==> src/rtl/video_pkg.sv <==
`default_nettype none
// ============================================================================
// video_pkg : 720p60 timing defaults, totals helpers, sync bundle type.
// Revision  : 1.0
// ============================================================================
package video_pkg;

  localparam int H_ACTIVE_720P     = 1280;
  localparam int H_FP_720P         = 110;
  localparam int H_SYNC_720P       = 40;
  localparam int H_BP_720P         = 220;
  localparam int V_ACTIVE_720P     = 720;
  localparam int V_FP_720P         = 5;
  localparam int V_SYNC_720P       = 5;
  localparam int V_BP_720P         = 20;
  localparam int PIXEL_LATENCY_DEF = 4;

  localparam int HCOUNT_W       = 11;
  localparam int VCOUNT_W       = 10;
  localparam int RGB_W          = 12;
  localparam int FRAME_W        = 6;
  localparam int FRAMES_PER_SEC = 60;

  typedef struct packed {
    logic       hsync;
    logic       vsync;
    logic       active;
    logic [3:0] hcol;
  } sync_bundle_t;

  function automatic int h_total(input int active, input int fp, input int sync, input int bp);
    return active + fp + sync + bp;
  endfunction

  function automatic int v_total(input int active, input int fp, input int sync, input int bp);
    return active + fp + sync + bp;
  endfunction

  // Eight 128-column bars: white, yellow, cyan, green, magenta, red, blue, black.
  function automatic logic [11:0] bar_colour(input logic [2:0] idx);
    case (idx)
      3'd0:    return 12'hFFF;
      3'd1:    return 12'hFF0;
      3'd2:    return 12'h0FF;
      3'd3:    return 12'h0F0;
      3'd4:    return 12'hF0F;
      3'd5:    return 12'hF00;
      3'd6:    return 12'h00F;
      default: return 12'h000;
    endcase
  endfunction

endpackage
`default_nettype wire

==> src/rtl/pipe_delay.sv <==
`default_nettype none
// ============================================================================
// pipe_delay : WIDTH x DEPTH shift register, async reset; wire when DEPTH==0.
// Revision   : 1.0
// ============================================================================
module pipe_delay #(
  parameter int WIDTH = 1,
  parameter int DEPTH = 1
) (
  input  logic             clk_in,
  input  logic             rst_in,
  input  logic [WIDTH-1:0] data_in,
  output logic [WIDTH-1:0] data_out
);

  generate
    if (DEPTH == 0) begin : g_pass
      logic unused_clk_rst;
      assign unused_clk_rst = clk_in ^ rst_in;
      assign data_out       = data_in;
    end else begin : g_shift
      logic [WIDTH-1:0] stage_q [DEPTH];
      logic [WIDTH-1:0] stage_d [DEPTH];

      always_comb begin
        stage_d[0] = data_in;
        for (int i = 1; i < DEPTH; i++) begin
          stage_d[i] = stage_q[i-1];
        end
      end

      always_ff @(posedge clk_in or posedge rst_in) begin
        if (rst_in) begin
          for (int i = 0; i < DEPTH; i++) stage_q[i] <= '0;
        end else begin
          for (int i = 0; i < DEPTH; i++) stage_q[i] <= stage_d[i];
        end
      end

      assign data_out = stage_q[DEPTH-1];
    end
  endgenerate

endmodule
`default_nettype wire

==> src/rtl/video_timing_gen.sv <==
`default_nettype none
// ============================================================================
// video_timing_gen : 720p60 raster counters, frame tick, latency-aligned
//                    sync/blank/pixel. Option macro: VIDEO_TEST_PATTERN_EN.
// Revision         : 1.0
// ============================================================================
module video_timing_gen
  import video_pkg::*;
#(
  parameter int H_ACTIVE      = H_ACTIVE_720P,
  parameter int H_FP          = H_FP_720P,
  parameter int H_SYNC        = H_SYNC_720P,
  parameter int H_BP          = H_BP_720P,
  parameter int V_ACTIVE      = V_ACTIVE_720P,
  parameter int V_FP          = V_FP_720P,
  parameter int V_SYNC        = V_SYNC_720P,
  parameter int V_BP          = V_BP_720P,
  parameter int PIXEL_LATENCY = PIXEL_LATENCY_DEF
) (
  input  logic                clk_in,
  input  logic                rst_in,
  output logic [HCOUNT_W-1:0] hcount_out,
  output logic [VCOUNT_W-1:0] vcount_out,
  output logic                new_frame_out,
  output logic [FRAME_W-1:0]  frame_count_out,
  input  logic [RGB_W-1:0]    pixel_in,
  input  logic                test_pattern_in,
  output logic [RGB_W-1:0]    pixel_out,
  output logic                hsync_out,
  output logic                vsync_out,
  output logic                active_draw_out
);

  localparam int H_TOTAL = h_total(H_ACTIVE, H_FP, H_SYNC, H_BP);
  localparam int V_TOTAL = v_total(V_ACTIVE, V_FP, V_SYNC, V_BP);

  localparam logic [HCOUNT_W-1:0] H_LAST      = HCOUNT_W'(H_TOTAL - 1);
  localparam logic [VCOUNT_W-1:0] V_LAST      = VCOUNT_W'(V_TOTAL - 1);
  localparam logic [HCOUNT_W-1:0] H_ACT       = HCOUNT_W'(H_ACTIVE);
  localparam logic [VCOUNT_W-1:0] V_ACT       = VCOUNT_W'(V_ACTIVE);
  localparam logic [HCOUNT_W-1:0] HSYNC_START = HCOUNT_W'(H_ACTIVE + H_FP);
  localparam logic [HCOUNT_W-1:0] HSYNC_END   = HCOUNT_W'(H_ACTIVE + H_FP + H_SYNC);
  localparam logic [VCOUNT_W-1:0] VSYNC_START = VCOUNT_W'(V_ACTIVE + V_FP);
  localparam logic [VCOUNT_W-1:0] VSYNC_END   = VCOUNT_W'(V_ACTIVE + V_FP + V_SYNC);
  localparam logic [FRAME_W-1:0]  FRAME_LAST  = FRAME_W'(FRAMES_PER_SEC - 1);

  logic [HCOUNT_W-1:0] hcount_q, hcount_d;
  logic [VCOUNT_W-1:0] vcount_q, vcount_d;
  logic                new_frame_q, new_frame_d;
  logic [FRAME_W-1:0]  frame_count_q, frame_count_d;
  logic [RGB_W-1:0]    pixel_q, pixel_d;
  logic                hsync_q, hsync_d;
  logic                vsync_q, vsync_d;
  logic                active_q, active_d;

  sync_bundle_t bundle_raw;
  sync_bundle_t bundle_dly;
  logic         unused_bits;

  // The tick is decoded from the next-state counters so it lands on the
  // same cycle the counters show H_ACTIVE/V_ACTIVE.
  always_comb begin
    hcount_d = hcount_q + 1'b1;
    vcount_d = vcount_q;
    if (hcount_q == H_LAST) begin
      hcount_d = '0;
      vcount_d = (vcount_q == V_LAST) ? '0 : vcount_q + 1'b1;
    end
    new_frame_d   = (hcount_d == H_ACT) && (vcount_d == V_ACT);
    frame_count_d = frame_count_q;
    if (new_frame_d) begin
      frame_count_d = (frame_count_q == FRAME_LAST) ? '0 : frame_count_q + 1'b1;
    end
  end

  always_comb begin
    bundle_raw        = '0;
    bundle_raw.hsync  = (hcount_q >= HSYNC_START) && (hcount_q < HSYNC_END);
    bundle_raw.vsync  = (vcount_q >= VSYNC_START) && (vcount_q < VSYNC_END);
    bundle_raw.active = (hcount_q < H_ACT) && (vcount_q < V_ACT);
`ifdef VIDEO_TEST_PATTERN_EN
    bundle_raw.hcol   = hcount_q[10:7];
`endif
  end

  pipe_delay #(
    .WIDTH ($bits(sync_bundle_t)),
    .DEPTH (PIXEL_LATENCY)
  ) u_sync_dly (
    .clk_in   (clk_in),
    .rst_in   (rst_in),
    .data_in  (bundle_raw),
    .data_out (bundle_dly)
  );

  always_comb begin
    hsync_d  = bundle_dly.hsync;
    vsync_d  = bundle_dly.vsync;
    active_d = bundle_dly.active;
    pixel_d  = '0;
    if (bundle_dly.active) begin
`ifdef VIDEO_TEST_PATTERN_EN
      pixel_d = test_pattern_in ? bar_colour(bundle_dly.hcol[2:0]) : pixel_in;
`else
      pixel_d = pixel_in;
`endif
    end
  end

`ifdef VIDEO_TEST_PATTERN_EN
  assign unused_bits = bundle_dly.hcol[3];
`else
  assign unused_bits = test_pattern_in ^ (^bundle_dly.hcol);
`endif

  always_ff @(posedge clk_in or posedge rst_in) begin
    if (rst_in) begin
      hcount_q      <= '0;
      vcount_q      <= '0;
      new_frame_q   <= 1'b0;
      frame_count_q <= '0;
      pixel_q       <= '0;
      hsync_q       <= 1'b0;
      vsync_q       <= 1'b0;
      active_q      <= 1'b0;
    end else begin
      hcount_q      <= hcount_d;
      vcount_q      <= vcount_d;
      new_frame_q   <= new_frame_d;
      frame_count_q <= frame_count_d;
      pixel_q       <= pixel_d;
      hsync_q       <= hsync_d;
      vsync_q       <= vsync_d;
      active_q      <= active_d;
    end
  end

  assign hcount_out      = hcount_q;
  assign vcount_out      = vcount_q;
  assign new_frame_out   = new_frame_q;
  assign frame_count_out = frame_count_q;
  assign pixel_out       = pixel_q;
  assign hsync_out       = hsync_q;
  assign vsync_out       = vsync_q;
  assign active_draw_out = active_q;

endmodule
`default_nettype wire

==> config.mk <==
export PLATFORM = sky130hd
export DESIGN_NAME = video_timing_gen
export DESIGN_NICKNAME = d
export VERILOG_FILES = /design/src/rtl/video_pkg.sv /design/src/rtl/pipe_delay.sv /design/src/rtl/video_timing_gen.sv
export SDC_FILE = /design/constraint.sdc
export NUM_CORES = 1
export LEC_CHECK = 0
export CAP_MARGIN = 5
export CELL_PAD_IN_SITES_DETAIL_PLACEMENT = 2
export CELL_PAD_IN_SITES_GLOBAL_PLACEMENT = 2
export CORE_AREA = 10 10 91 112
export DETAILED_ROUTE_END_ITERATION = 8
export DIE_AREA = 0 0 101 122
export PLACE_DENSITY = 0.86
export SYNTH_ARGS = -nofsm -noshare
export SYNTH_HDL_FRONTEND = slang
export SYNTH_SLANG_ARGS = --single-unit
==> constraint.sdc <==
create_clock -name clk_in -period 3.8 [get_ports clk_in]
set_input_delay 0.76 -clock clk_in [delete_from_list [all_inputs] [get_ports clk_in]]
set_output_delay 0.76 -clock clk_in [all_outputs]
set_load 0.05 [all_outputs]
==> metrics.log <==
INFO  metric starting_density_of_the_core = between 30% and 40%
INFO  metric grt_pass1_wl = about 13 mm
INFO  metric critPathSlowestCell = sky130_fd_sc_hd__dfrtp_1
INFO  metric hpwlAfterDp = 5.75 mm
INFO  metric timing.max_slew.rel_slack = between 40% and 50%
INFO  metric place.port_buffers = 56
INFO  metric layout.nets = between 300 and 400
INFO  metric drc = 0
INFO  metric antenna_cells_inserted = 0
INFO  metric synth_enable_flop_cells = 0
INFO  metric cp.required = roughly 4 ns
INFO  metric clk_pin_slew = between 0.1 and 0.15 ns
INFO  metric cp-start-kind = register
INFO  metric seq_area_frac_synth = between 50% and 60%
INFO  metric groute.layer.met3.usage = ~4.0%
INFO  metric dieWidth = 101 µm
INFO  metric clk_latency = ~0.32 ns
INFO  metric critPathMaxFanout = 13
INFO  metric grt_pass1_vias = approximately 2500
INFO  metric finalHoldViolations = 0
INFO  metric setup.worst_path.class = reg2reg
INFO  metric post_route_cells_drive_above_1_share = 7.72%
INFO  metric post-route-worst-setup-slack = 1.10 ns
INFO  metric setup_slack_after_placement = around 1.1 ns
INFO  metric gr_util_met2 = a little under a quarter
INFO  metric crit_chain = inv_1 -> ha_1 -> and4bb_1 -> and3b_1 -> o21ai_0 -> o21ai_0 -> nand4_2 -> nand3b_4 -> mux2_1
INFO  metric max_slew_violation_count = 0
INFO  metric initialDrtViolationCount = between 70 and 80
INFO  metric slowest_delay = 0.50 ns
INFO  metric unrepaired_setup_endpoints_after_global_routing = false
INFO  metric core_region = 8100 µm²
INFO  metric row_count = 37
INFO  metric routed_wire_length_per_instance = roughly 19 µm
INFO  metric status = completed
INFO  metric path_delay_family = simple AND/OR/NAND/NOR gates
INFO  metric arrival = about 2.9 ns
INFO  metric achievable-frequency = approximately 0.37 GHz
INFO  metric die-height = between 100 and 150 µm
INFO  metric yosys_warnings = 0
INFO  metric synth_cell_type_count = 46
INFO  metric clk_path_buf_depth = 2
INFO  metric cts.sinks = 55
INFO  metric die_area = 12300 µm²
INFO  metric async_set_or_reset_register_ratio_after_synthesis = between 90% and 100%
INFO  metric grt_util_met1 = roughly 15%
INFO  metric grt_util_all_layers = a little over an eighth
INFO  metric synth_commonest_cells = 55 x sky130_fd_sc_hd__dfrtp_1, 22 x sky130_fd_sc_hd__o21ai_0, 19 x sky130_fd_sc_hd__nand2_1
INFO  metric tns = 0 ns
INFO  metric grt_max_degree = between 40 and 50
INFO  metric mappedNetlistNets = between 200 and 300
INFO  metric synthTopCellsByArea = sky130_fd_sc_hd__dfrtp_1 52%, sky130_fd_sc_hd__o21ai_0 4.1%, sky130_fd_sc_hd__ha_1 3.3%
INFO  metric worst_ir_drop_vdd = approximately 0.00016 V
INFO  metric count_of_tritonroute_iterations_in_the_first_routing_pass = 4
INFO  metric setup_viol_count_final = 0
INFO  metric synthesized_instance_count = ~260
INFO  metric period_minus_slack = 2.70 ns
INFO  metric ioPinCount = between 50 and 60
INFO  metric synth_most_common_cell = sky130_fd_sc_hd__dfrtp_1
INFO  metric antenna_violating_nets_post_route = 0
INFO  metric fin_skew = ~0.0072 ns
INFO  metric area_share_of_the_largest_cell_type_after_synthesis = 51.7%
INFO  metric setup.worst_path.end_class = register
INFO  metric cts_tree = yes
INFO  metric crit_buf_inv = 1
INFO  metric gp_congestion = 0.870
INFO  metric worst_path_most_repeated_cell = sky130_fd_sc_hd__o21ai_0
INFO  metric layout_overhead_on_the_synthesized_area = 28.6%
INFO  metric cts_resized = 0
INFO  metric p_per_area = roughly 320 nW/µm²
INFO  metric max_cap_violations = 0
INFO  metric cts_hold_buf = 0
INFO  metric cts.htree.levels = 2
INFO  metric period_share = between 70% and 80%
INFO  metric routed_wirelength = around 7.7 mm
INFO  metric ctsRootBufferMaster = sky130_fd_sc_hd__clkbuf_8
INFO  metric cts-buffers-inserted = 5
INFO  metric p_leak = 1.48 nW
INFO  metric synthesis.area = 2660 µm²
INFO  metric transition_at_the_pin_with_the_smallest_max_transition_slack = between 0.8 and 0.9 ns
INFO  metric power.total = roughly 1.1 mW
INFO  metric antenna_found_initial = 0
INFO  metric synth_top_flop_cell = sky130_fd_sc_hd__dfrtp_1
INFO  metric postCtsSetupBuffers = 0
INFO  metric worstHoldPathType = reg2reg
INFO  metric gr-max-usage-layer = met2
INFO  metric grt_overflow_total = 0
INFO  metric detailroute.via_count = about 2100
INFO  metric post_synth.cell_area_avg = between 10 and 15 µm²
INFO  metric routed_via_density = between 5 and 6
INFO  metric postSynthRegisterBits = 55
INFO  metric post-synth-top-area-cell = sky130_fd_sc_hd__dfrtp_1
-- registers in the layout, summed over array words and instances, names as in the netlist --
register                    count
vsync_out                       1
u_sync_dly.data_out             3
vcount_out                     10
pixel_out                      12
hcount_out                     11
u_sync_dly.g_shift.stage_d      9
hsync_out                       1
frame_count_out                 6
new_frame_out                   1
active_draw_out                 1
-- final cells by class --
type | count | area (µm²)
clock inverters | 3 | 50.0
clock buffers | 5 | 68.8
fillers | 860 | 4680
multi-input cells | 175 | 1160
inverters | 13 | 48.8
well taps | 97 | 121
flip-flops and latches | 55 | 1380
repair buffers | 60 | 591
-- logic make-up after synthesis --
family                   count (synthesis)  synth area share, %
XOR/XNOR                                12                 3.95
buffers and inverters                   25                 4.47
AND/OR/NAND/NOR                        111                 24.6
AO/OA/AOI/OAI                           42                 10.7
multiplexers                             3                 1.22
adder cells (fa/ha/maj)                  7                 3.29
flip-flops                              55                 51.7
-- layout by cell type, fill, tap and decap left out, types with 5 or more instances in the layout --
cell type,netlist,routed
sky130_fd_sc_hd__clkdlybuf4s50_1,0,56
sky130_fd_sc_hd__dfrtp_1,55,55
sky130_fd_sc_hd__o21ai_0,22,22
sky130_fd_sc_hd__nand2_1,19,19
sky130_fd_sc_hd__nor2_1,18,18
sky130_fd_sc_hd__and2_1,13,13
sky130_fd_sc_hd__inv_1,13,12
sky130_fd_sc_hd__nand3_1,11,11
sky130_fd_sc_hd__nor3_1,8,8
sky130_fd_sc_hd__xnor2_1,8,8
sky130_fd_sc_hd__or3_1,7,7
sky130_fd_sc_hd__nand4_1,7,7
sky130_fd_sc_hd__ha_1,7,7
sky130_fd_sc_hd__clkbuf_8,0,5
-- worst paths after layout --
path,start,to,slack (ns),cells past startpoint
min in group asynchronous,rst_in,hsync_out$_DFF_PP0_,0.94,2
worst max register to register,hcount_out[1]$_DFF_PP0_,frame_count_out[1]$_DFFE_PP0P_,1.10,9
worst max-delay path,hcount_out[1]$_DFF_PP0_,frame_count_out[1]$_DFFE_PP0P_,1.10,9
worst min register to register,u_sync_dly.g_shift.stage_d[12]$_DFF_PP0_,u_sync_dly.g_shift.stage_d[5]$_DFF_PP0_,0.36,0
worst min-delay path,u_sync_dly.g_shift.stage_d[12]$_DFF_PP0_,u_sync_dly.g_shift.stage_d[5]$_DFF_PP0_,0.36,0
max in group asynchronous,rst_in,hcount_out[1]$_DFF_PP0_,2.21,3
-- power by group --
| group | switching, mW | internal [mW] | total (mW) |
|---|---|---|---|
| logic | 0.0417 | 0.0268 | 0.0685 |
| clock network | 0.218 | 0.204 | 0.422 |
| registers | 0.00200 | 0.591 | 0.593 |
| total | 0.262 | 0.822 | 1.08 |
-- metrics by stage --
stage	cell area (µm²)	utilization, %	hold slack [ns]	instances
2_1_floorplan	2660	-	0.331	255
3_3_place_gp	3300	40.8	0.332	400
3_5_place_dp	3300	40.8	0.337	400
4_1_cts	3420	42.2	0.361	408
5_1_grt	3420	42.2	0.373	408
6_report	3420	42.2	0.358	408
-- routing by layer --
| metal | vias to the layer above | part of all wire, % |
|---|---|---|
| met2 | 43 | 53 |
| li1 | 990 | - |
| met3 | 9 | 5.3 |
| met5 | - | 0 |
| met1 | 1090 | 40 |
| met4 | 0 | 1.4 |
Power figures use the tool's default switching activity.
